$ cat src/rtl/tile_irq_pkg.sv
// Shared definitions for the tile interrupt agent: register map, FSM states, VECTOR/STATUS fields.
package tile_irq_pkg;

  localparam int REG_ENABLE  = 0;
  localparam int REG_CHMAP   = 1;
  localparam int REG_PENDING = 2;
  localparam int REG_VECTOR  = 3;
  localparam int REG_STATUS  = 4;
  localparam int REG_NMI     = 5;

  typedef enum logic [1:0] {
    IDLE    = 2'd0,
    REQ     = 2'd1,
    ACKED   = 2'd2,
    RELEASE = 2'd3
  } irq_state_e;

  localparam int VEC_SRC_W     = 8;
  localparam int VEC_CH_BIT    = 8;
  localparam int VEC_VALID_BIT = 31;
  localparam int STAT_SPUR_BIT = 8;

endpackage

$ cat src/rtl/tile_irq_agent_if.sv
// Local CPU/MCU register bus into tile_irq_agent; read data is registered and returns the cycle after the strobe.
interface tile_irq_agent_if #(parameter int AW = 4);
  logic          reg_wr_en;
  logic          reg_rd_en;
  logic [AW-1:0] reg_addr;
  logic [31:0]   reg_wdata;
  logic [31:0]   reg_rdata;

  modport master (output reg_wr_en, reg_rd_en, reg_addr, reg_wdata, input reg_rdata);
  modport slave  (input reg_wr_en, reg_rd_en, reg_addr, reg_wdata, output reg_rdata);
endinterface

$ cat src/rtl/tile_irq_prio_enc.sv
// Lowest-index set-bit finder; purely combinational, returns found flag and 8-bit index.
module tile_irq_prio_enc #(
  parameter int N = 8
) (
  input  logic [N-1:0] vec_i,
  output logic         found_o,
  output logic [7:0]   idx_o
);

  always_comb begin
    found_o = 1'b0;
    idx_o   = '0;
    for (int i = N - 1; i >= 0; i--) begin
      if (vec_i[i]) begin
        found_o = 1'b1;
        idx_o   = 8'(i);
      end
    end
  end

endmodule

$ cat src/rtl/tile_irq_agent.sv
// Tile-side Dock interrupt agent: serialises two maskable INT channels through one ack/EOI handshake.
// Optional NMI path is built only when TILE_IRQ_NMI_EN is defined.
module tile_irq_agent
  import tile_irq_pkg::*;
#(
  parameter int NUM_SRC         = 8,
  parameter int NUM_TILE_INT_CH = 2,
  parameter int GAP_CYCLES      = 4,
  parameter int REG_ADDR_WIDTH  = 4
) (
  input  logic                       clk,
  input  logic                       rst_n,
  input  logic [NUM_SRC-1:0]         src_irq,
`ifdef TILE_IRQ_NMI_EN
  input  logic                       nmi_src,
`endif
  output logic [NUM_TILE_INT_CH-1:0] tile_int_req,
  output logic                       tile_nmi_req,
  input  logic                       slot_ack,
  tile_irq_agent_if.slave            reg_bus,
  output logic                       irq_pending_any
);

  localparam int GW = $clog2(GAP_CYCLES + 1);
  localparam int AW = REG_ADDR_WIDTH;

  logic [NUM_SRC-1:0] src_q, en_q, en_d, map_q, map_d, pend_q, pend_d;
  logic [NUM_SRC-1:0] ep0_q, ep1_q, ep0_d, ep1_d, live_sh;
  logic               wr_en_sel, wr_map_sel, wr_pend_sel, wr_stat_sel;
  logic               spur_q;
  logic [31:0]        rdata_q, rd_val, nmi_rd;
  irq_state_e         state_q;
  logic [1:0]         req_q;
  logic               ch_q;
  logic [GW-1:0]      gap_q;
  logic               vec_vld_q, vec_ch_q;
  logic [7:0]         vec_src_q;
  logic               f0, f1, cur_found, nxt_nonempty, hold_ok;
  logic [7:0]         i0, i1, cur_idx;
  logic               unused_wdata;

  assign wr_en_sel   = reg_bus.reg_wr_en && (reg_bus.reg_addr == AW'(REG_ENABLE));
  assign wr_map_sel  = reg_bus.reg_wr_en && (reg_bus.reg_addr == AW'(REG_CHMAP));
  assign wr_pend_sel = reg_bus.reg_wr_en && (reg_bus.reg_addr == AW'(REG_PENDING));
  assign wr_stat_sel = reg_bus.reg_wr_en && (reg_bus.reg_addr == AW'(REG_STATUS));
  assign unused_wdata = ^reg_bus.reg_wdata;

  // A fresh edge on a source outranks a simultaneous W1C of the same bit.
  assign en_d   = wr_en_sel  ? reg_bus.reg_wdata[NUM_SRC-1:0] : en_q;
  assign map_d  = wr_map_sel ? reg_bus.reg_wdata[NUM_SRC-1:0] : map_q;
  assign pend_d = (pend_q & ~(wr_pend_sel ? reg_bus.reg_wdata[NUM_SRC-1:0] : '0))
                | (src_irq & ~src_q);

  assign ep0_q = pend_q & en_q & ~map_q;
  assign ep1_q = pend_q & en_q & map_q;
  assign ep0_d = pend_d & en_d & ~map_d;
  assign ep1_d = pend_d & en_d & map_d;

  tile_irq_prio_enc #(.N(NUM_SRC)) u_enc0 (.vec_i(ep0_q), .found_o(f0), .idx_o(i0));
  tile_irq_prio_enc #(.N(NUM_SRC)) u_enc1 (.vec_i(ep1_q), .found_o(f1), .idx_o(i1));

  assign cur_found    = ch_q ? f1 : f0;
  assign cur_idx      = ch_q ? i1 : i0;
  assign nxt_nonempty = ch_q ? |ep1_d : |ep0_d;
  assign live_sh      = (pend_d & en_d) >> vec_src_q;
  assign hold_ok      = live_sh[0];

  // Ack is judged against start-of-cycle pending; emptiness and EOI against next-state values.
  always_ff @(posedge clk or negedge rst_n) begin
    if (!rst_n) begin
      state_q   <= IDLE;
      req_q     <= '0;
      ch_q      <= 1'b0;
      gap_q     <= '0;
      vec_vld_q <= 1'b0;
      vec_ch_q  <= 1'b0;
      vec_src_q <= '0;
    end else begin
      case (state_q)
        IDLE: begin
          if (f0) begin
            req_q <= 2'b01; ch_q <= 1'b0; state_q <= REQ;
          end else if (f1) begin
            req_q <= 2'b10; ch_q <= 1'b1; state_q <= REQ;
          end
        end
        REQ: begin
          if (slot_ack && cur_found) begin
            vec_vld_q <= 1'b1; vec_ch_q <= ch_q; vec_src_q <= cur_idx; state_q <= ACKED;
          end else if (!nxt_nonempty) begin
            req_q <= '0; gap_q <= GW'(GAP_CYCLES); state_q <= RELEASE;
          end
        end
        ACKED: begin
          if (!hold_ok) begin
            req_q <= '0; vec_vld_q <= 1'b0; gap_q <= GW'(GAP_CYCLES); state_q <= RELEASE;
          end
        end
        RELEASE: begin
          if (gap_q <= GW'(1)) begin
            gap_q <= '0; state_q <= IDLE;
          end else begin
            gap_q <= gap_q - GW'(1);
          end
        end
      endcase
    end
  end

`ifdef TILE_IRQ_NMI_EN
  logic nmi_src_q, nmi_pend_q, nmi_en_q, nmi_req_q, nmi_pend_d, nmi_en_d, wr_nmi_sel;
  assign wr_nmi_sel = reg_bus.reg_wr_en && (reg_bus.reg_addr == AW'(REG_NMI));
  assign nmi_pend_d = (nmi_pend_q & ~(wr_nmi_sel & reg_bus.reg_wdata[0])) | (nmi_src & ~nmi_src_q);
  assign nmi_en_d   = wr_nmi_sel ? reg_bus.reg_wdata[1] : nmi_en_q;

  always_ff @(posedge clk or negedge rst_n) begin
    if (!rst_n) begin
      nmi_src_q <= 1'b0; nmi_pend_q <= 1'b0; nmi_en_q <= 1'b0; nmi_req_q <= 1'b0;
    end else begin
      nmi_src_q  <= nmi_src;
      nmi_pend_q <= nmi_pend_d;
      nmi_en_q   <= nmi_en_d;
      nmi_req_q  <= nmi_pend_d & nmi_en_d;
    end
  end
  assign tile_nmi_req = nmi_req_q;
  assign nmi_rd       = {30'd0, nmi_en_q, nmi_pend_q};
`else
  assign tile_nmi_req = 1'b0;
  assign nmi_rd       = '0;
`endif

  always_comb begin
    rd_val = '0;
    case (reg_bus.reg_addr)
      AW'(REG_ENABLE):  rd_val = 32'(en_q);
      AW'(REG_CHMAP):   rd_val = 32'(map_q);
      AW'(REG_PENDING): rd_val = 32'(pend_q);
      AW'(REG_VECTOR): begin
        rd_val[VEC_VALID_BIT]   = vec_vld_q;
        rd_val[VEC_CH_BIT]      = vec_ch_q;
        rd_val[VEC_SRC_W-1:0]   = vec_src_q;
      end
      AW'(REG_STATUS): begin
        rd_val[1:0]           = state_q;
        rd_val[STAT_SPUR_BIT] = spur_q;
      end
      AW'(REG_NMI):     rd_val = nmi_rd;
      default:          rd_val = '0;
    endcase
  end

  always_ff @(posedge clk or negedge rst_n) begin
    if (!rst_n) begin
      src_q   <= '0;
      en_q    <= '0;
      map_q   <= '0;
      pend_q  <= '0;
      spur_q  <= 1'b0;
      rdata_q <= '0;
    end else begin
      src_q   <= src_irq;
      en_q    <= en_d;
      map_q   <= map_d;
      pend_q  <= pend_d;
      spur_q  <= (spur_q & ~(wr_stat_sel & reg_bus.reg_wdata[STAT_SPUR_BIT]))
               | (slot_ack & (state_q != REQ));
      rdata_q <= reg_bus.reg_rd_en ? rd_val : '0;
    end
  end

  assign tile_int_req      = req_q;
  assign reg_bus.reg_rdata = rdata_q;
  assign irq_pending_any   = |(pend_q & en_q);

endmodule

$ cat src/flat_wrapper.sv
// flat-port wrapper written by rule: the top's interface ports become plain ports
module tile_irq_agent_flat import tile_irq_pkg::*;
#(
  parameter int NUM_SRC         = 8,
  parameter int NUM_TILE_INT_CH = 2,
  parameter int GAP_CYCLES      = 4,
  parameter int REG_ADDR_WIDTH  = 4
)
  (clk, rst_n, src_irq, tile_int_req, tile_nmi_req, slot_ack, irq_pending_any, reg_bus_reg_wr_en, reg_bus_reg_rd_en, reg_bus_reg_addr, reg_bus_reg_wdata, reg_bus_reg_rdata);
  tile_irq_agent_if #(.AW(4)) reg_bus_i ();
  input  logic clk;
  input  logic rst_n;
  input  logic [NUM_SRC-1:0] src_irq;
  output logic [NUM_TILE_INT_CH-1:0] tile_int_req;
  output logic tile_nmi_req;
  input  logic slot_ack;
  output logic irq_pending_any;
  input wire logic [$bits(reg_bus_i.reg_wr_en)-1:0] reg_bus_reg_wr_en;
  input wire logic [$bits(reg_bus_i.reg_rd_en)-1:0] reg_bus_reg_rd_en;
  input wire logic [$bits(reg_bus_i.reg_addr)-1:0] reg_bus_reg_addr;
  input wire logic [$bits(reg_bus_i.reg_wdata)-1:0] reg_bus_reg_wdata;
  output wire logic [$bits(reg_bus_i.reg_rdata)-1:0] reg_bus_reg_rdata;
  assign reg_bus_i.reg_wr_en = reg_bus_reg_wr_en;
  assign reg_bus_i.reg_rd_en = reg_bus_reg_rd_en;
  assign reg_bus_i.reg_addr = reg_bus_reg_addr;
  assign reg_bus_i.reg_wdata = reg_bus_reg_wdata;
  assign reg_bus_reg_rdata = reg_bus_i.reg_rdata;
  tile_irq_agent #(.NUM_SRC(NUM_SRC), .NUM_TILE_INT_CH(NUM_TILE_INT_CH), .GAP_CYCLES(GAP_CYCLES), .REG_ADDR_WIDTH(REG_ADDR_WIDTH)) u_core (.clk(clk), .rst_n(rst_n), .src_irq(src_irq), .tile_int_req(tile_int_req), .tile_nmi_req(tile_nmi_req), .slot_ack(slot_ack), .reg_bus(reg_bus_i), .irq_pending_any(irq_pending_any));
endmodule
$ cat config.mk
export PLATFORM = sky130hd
export DESIGN_NAME = tile_irq_agent_flat
export DESIGN_NICKNAME = d
export VERILOG_FILES = /design/src/rtl/tile_irq_pkg.sv /design/src/rtl/tile_irq_agent_if.sv /design/src/rtl/tile_irq_prio_enc.sv /design/src/rtl/tile_irq_agent.sv /design/src/flat_wrapper.sv
export SDC_FILE = /design/constraint.sdc
export NUM_CORES = 1
export LEC_CHECK = 0
export ABC_AREA = 1
export BUFFER_PORTS_ARGS = -buffer_cell sky130_fd_sc_hd__buf_2
export CAP_MARGIN = 20
export CORE_AREA = 2 2 119 121
export CTS_CLUSTER_DIAMETER = 60
export DETAILED_ROUTE_END_ITERATION = 10
export DIE_AREA = 0 0 121 123
export GPL_TIMING_DRIVEN = 0
export PLACE_DENSITY = 0.43
export SYNTH_ARGS = -nofsm -noshare
export SYNTH_HDL_FRONTEND = slang
export SYNTH_SLANG_ARGS = --single-unit
$ cat constraint.sdc
create_clock -name clk -period 2.3 [get_ports clk]
set_clock_uncertainty 0.05 [all_clocks]
set_input_delay 0.46 -clock clk [delete_from_list [all_inputs] [get_ports clk]]
set_output_delay 0.46 -clock clk [all_outputs]
set_load 0.01 [all_outputs]
Yosys cells after proc, flatten, opt, wreduce, memory -nomap -nowiden
Cells that the tools add are included.

Bits in registers: 83. Input bits: 49. Logic and storage cells: 135.

Add/subtract/negate cells: 1. Order comparisons: 1. Eq/ne operators: 15. Shift-type cells: 1. Mux-type cells: 66. Bitwise logic cells: 18. Reduce and logical (&&, ||, !) cells: 20.

Operator list (count): $mux 8 (18); $and 8x8->8 (8); $mux 32 (1); $not 8->8 (4); $pmux 6 s4 (1); $reduce_or 8->1 (3); $mux 1 (23); $mux 2 (11); $mux 3 (6); $pmux 2 s5 (1); $pmux 3 s3 (1); $eq 4x2->1 const B (2); $or 8x8->8 (1); $pmux 2 s4 (1); $reduce_and 4->1 (2); $shr 8x8->1 (1); $ne 2x1->1 const B (3); $ne 2x2->1 const B (3); $pmux 2 s3 (1); $reduce_bool 3->1 (2); $logic_and 1x1->1 (5); $reduce_and 5->1 (1); $eq 2x2->1 const B (2); $eq 4x1->1 const B (1); 15 further kinds (20).

Longest topological paths before layout
Word-level depth: 14. Gate-level depth with buffers: 15. Gate-level depth less buffers: 14.

Hierarchy
A second synthesis with hierarchy kept.

Cells, all modules: 501. Area total of the unflattened synthesis: 3661.0 µm².

By module, submodules not included: tile_irq_agent (instances 1, cells each 445, area an instance 3380.7 µm²); tile_irq_prio_enc (instances 2, cells each 28, area an instance 140.1 µm²).

Worst setup path before layout
OpenSTA, ideal clock, no wires.

Kind: input to register. Start: input reg_bus_reg_addr[3]. End: register u_core.req_q[0] (netlist: u_core.tile_int_req[0]). Setup time: 117 ps. Arrival: 1704 ps. Path slack: 429 ps. Stages on the path: 13. Path buffers: 1. Path through: nor2_4 > nand3_4 > buf_6 > nand2_1 > o21ai_2 > nand3_1 > nand2_1 > nor2_1 > nand3b_2 > nand3_2 > nand3_1 > nand2_1 > nand2_1.

Elaborated cells on any way between the ends: 23.

RTL lines: start: declaration (line flat_wrapper.sv:20) `input wire logic [$bits(reg_bus_i.reg_addr)-1:0] reg_bus_reg_addr;`; $logic_not 4->1 * (line tile_irq_agent.sv:42) `assign wr_en_sel = reg_bus.reg_wr_en && (reg_bus.reg_addr == AW'(REG_ENABLE));`; $logic_and 1x1->1 * (line tile_irq_agent.sv:42); $mux 8 * (line tile_irq_agent.sv:49) `assign en_d = wr_en_sel ? reg_bus.reg_wdata[NUM_SRC-1:0] : en_q;`; named net u_core.en_d[6] (line tile_irq_agent.sv:27) `logic [NUM_SRC-1:0] src_q, en_q, en_d, map_q, map_d, pend_q, pend_d;`; $and 8x8->8 * (line tile_irq_agent.sv:56, tile_irq_agent.sv:57, tile_irq_agent.sv:65); $and 8x8->8, on equally long branches (line tile_irq_agent.sv:56, tile_irq_agent.sv:57); $reduce_or 8->1 (line tile_irq_agent.sv:64) `assign nxt_nonempty = ch_q ? |ep1_d : |ep0_d;`; $mux 1 (line tile_irq_agent.sv:64); $ne 2x2->1 (no line); $reduce_and 5->1 (no line) *; end signal: assignment (line tile_irq_agent.sv:72) `req_q <= '0;`; end signal: assignment (line tile_irq_agent.sv:82) `req_q <= 2'b01; ch_q <= 1'b0; state_q <= REQ;`; end signal: assignment (line tile_irq_agent.sv:84) `req_q <= 2'b10; ch_q <= 1'b1; state_q <= REQ;`; end: declaration (line tile_irq_agent.sv:33) `logic [1:0] req_q;`.

The timed path passes the listed nets; every way through them passes the cells marked *. A chain may end at the register's enable or synchronous reset.

==> impl_metrics.tcl <==
set metrics [dict create \
    synthMostInstantiatedCell "nand2_1" \
    fin_crit_sh 0.949 \
    fillerInstances 1495 \
    root_buffer "clkbuf_16" \
    place.gp.congestion 0.876 \
    cp-end-kind "primary output" \
    grt_pass1_wl_um 15800 \
    place_area_sq_um 3870 \
    crit_chain "nand3_1, nand2_1, nor2_2, nand2_1, nor2_2, inv_1, buf_2" \
    pwr-share-clk 0.234 \
    maxSlewHeadroom 0.461 \
    p_switching_w 0.00152 \
    grt_usage 0.140 \
    avgViaCountPerCell 4.34 \
    syn2layout_area_growth_pct 23.3 \
    worstSetupPathType "flop to primary output" \
    wl_per_cell_um 14.1 \
    route.detailed.drc 0 \
    cts_buffers 5 \
    max_clock_freq_mhz 458 \
    status "finished, final reports clean" \
    syn_avg_cell_area_sq_um 7.44 \
    multi_input_area_sq_um 1630 \
    cellLeakagePower_nw 2.20 \
    drive_gt1_frac 0.216 \
    syn_area_sq_um 3350 \
    setup_viol 0 \
    powerDensity_nw_per_um2 918 \
    cp_slowest_cell "dfrtp_1" \
    ys_ff_latch 56 \
    total_power_w 0.00379 \
    comb_power_share 0.413 \
    cts_tree "built" \
    swShare 0.402 \
    grt_antenna_before_repair 0 \
    whs_ps 98.6 \
    path_buf_inv 2 \
    ys_seq_area_frac 0.419 \
    synth_top_area_cell "dfrtp_1" \
    synth_edf_count 0 \
    yosysWarnings 0 \
    drv_slew 0 \
    finalHoldViolations 0 \
    max_stage_delay_ps 460 \
    synth_cells 450 \
    clockBufferDepth 2 \
    dieWidth_um 121 \
    final_cell_area_sq_um 4130 \
    internal_power_w 0.00227 \
    max-cap-violations 0 \
    crit_family "simple AND/OR/NAND/NOR gates" \
    start_util 0.246 \
    cp_max_fo 5 \
    vias 3054 \
    ant_nets 0 \
    ys_dominant_reg_cell "dfrtp_1" \
    cts_sinks 56 \
    seqPwrFrac 0.353 \
    grt_max_degree 36 \
    synth_top_area_share 0.419 \
    dp_hpwl_um 7590 \
    wl_um 9880 \
    grt_pass1_vias 3026 \
    startpoint_type "flop" \
    htree_levels 2 \
    synthArstFlopShare 1.00 \
    tightest_slew_ps 806 \
    synth.top_cells.by_count "nand2_1, inv_1, dfrtp_1" \
    die_h_um 123 \
    num_io_pins 85 \
    ir_worst_vdd_uv 324 \
    dieArea_sq_um 14900 \
    fp-row-count 43 \
    coreArea_sq_um 13600 \
    drt_iter0_drc 153 \
    io_buffers 38 \
    gr-total-overflow 0 \
    nets 578 \
    synth_cell_types 33 \
    cp.arrival_ps 1670 \
    finalSetupTns_ps 0 \
    fin_crit_ps 2180 \
    hp-class "input pin to async pin" \
    drt_pre_antenna_iters 4 \
    clock_latency_ps 300 \
    yosys-top-cells-area "dfrtp_1, nand2_1, inv_1, nand3_1, buf_4" \
    n_antenna_cell 0 \
    clk_pin_slew_ps 80 \
    register_area_sq_um 1400 \
    crit_required_ps 1790 \
]
[sequential cells by signal (all words and copies together) (netlist names)]
name	count
u_core.vec_vld_q	1
u_core.pend_q	8
u_core.en_q	8
u_core.ch_q	1
u_core.vec_src_q	3
u_core.map_q	8
u_core.vec_ch_q	1
u_core.tile_int_req	2
u_core.src_q	8
u_core.gap_q	3
u_core.spur_q	1
u_core.reg_bus.reg_rdata	10
u_core.state_q	2
[cells by family after synthesis]
family	count (synthesis)	share of synthesized area
other	1	0.00112
buffers and inverters	90	0.132
and+or+nand+nor	243	0.320
AOI/OAI and AO/OA	53	0.102
adders and majority gates	7	0.0262
DFF	56	0.419
[power groups by stage]
stage	sequential [W]	combinational (W)	clock, W
6_report	0.00134	0.00156	0.000888
5_1_grt	0.00137	0.00180	0.000951
4_1_cts	0.00134	0.00153	0.000930
3_5_place_dp	0.00136	0.00150	0
3_3_place_gp	0.00136	0.00149	0
2_1_floorplan	0.00132	0.00111	0
[per-stage QoR]
stage | instances | utilization | setup slack [ps]
after CTS | 700 | 0.299 | 34.5
after detailed placement | 691 | 0.284 | -350
after global placement | 690 | 0.283 | -318
final | 703 | 0.303 | 118
after global routing | 703 | 0.303 | -5.99
after floorplan | 472 | - | 429
[area by class of cell]
| type | count | area share |
|---|---|---|
| Timing Repair Buffer | 43 | 0.0612 |
| Buffer | 29 | 0.0537 |
| Clock inverter | 3 | 0.0103 |
| Inverter | 61 | 0.0555 |
| Multi-Input combinational cell | 326 | 0.395 |
| Clock buffer | 5 | 0.0303 |
| Tap cell | 180 | 0.0546 |
| Sequential cell | 56 | 0.339 |
[layer usage]
layer | vias up | global-route usage | routed length (um)
met5 | - | 0 | 0
met4 | 0 | 0.0596 | 205
met3 | 15 | 0.0217 | 538
met2 | 79 | 0.217 | 4440
met1 | 1403 | 0.192 | 4700
li1 | 1557 | - | -
[cell usage in the layout (no fill, tap or decap), drive strengths merged, types with 6 or more instances in the layout]
| cell | n |
|---|---|
| inv | 61 |
| clkbuf | 6 |
| ha | 7 |
| nand2 | 138 |
| o21ai | 31 |
| nor2 | 40 |
| conb | 23 |
| nand3 | 42 |
| dfrtp | 56 |
| a21oi | 7 |
| nand4 | 17 |
| buf | 71 |
[path summary, 6_finish.rpt]
check / slack [ps] / to / cells after the start / from
worst max register to register: 330 / u_core.tile_int_req[0] / 14 / u_core.pend_q[2]
max in group asynchronous: 1510 / u_core.en_q[6] / 2 / rst_n
min in group clk: 220 / u_core.src_q[5] / 1 / src_irq[5]
worst max-delay path: 120 / irq_pending_any / 7 / u_core.map_q[7]
worst min-delay path: 100 / u_core.gap_q[2] / 1 / rst_n
worst min register to register: 420 / u_core.gap_q[1] / 2 / u_core.gap_q[1]
[timing repair]
item,CTS,global route
hold buffers,0,0
pin swaps,0,3
buffers inserted,1,3
cloned,0,0
gates resized for setup,7,9
endpoints found under the setup margin,6,10
(Power assumes the default switching activity.)
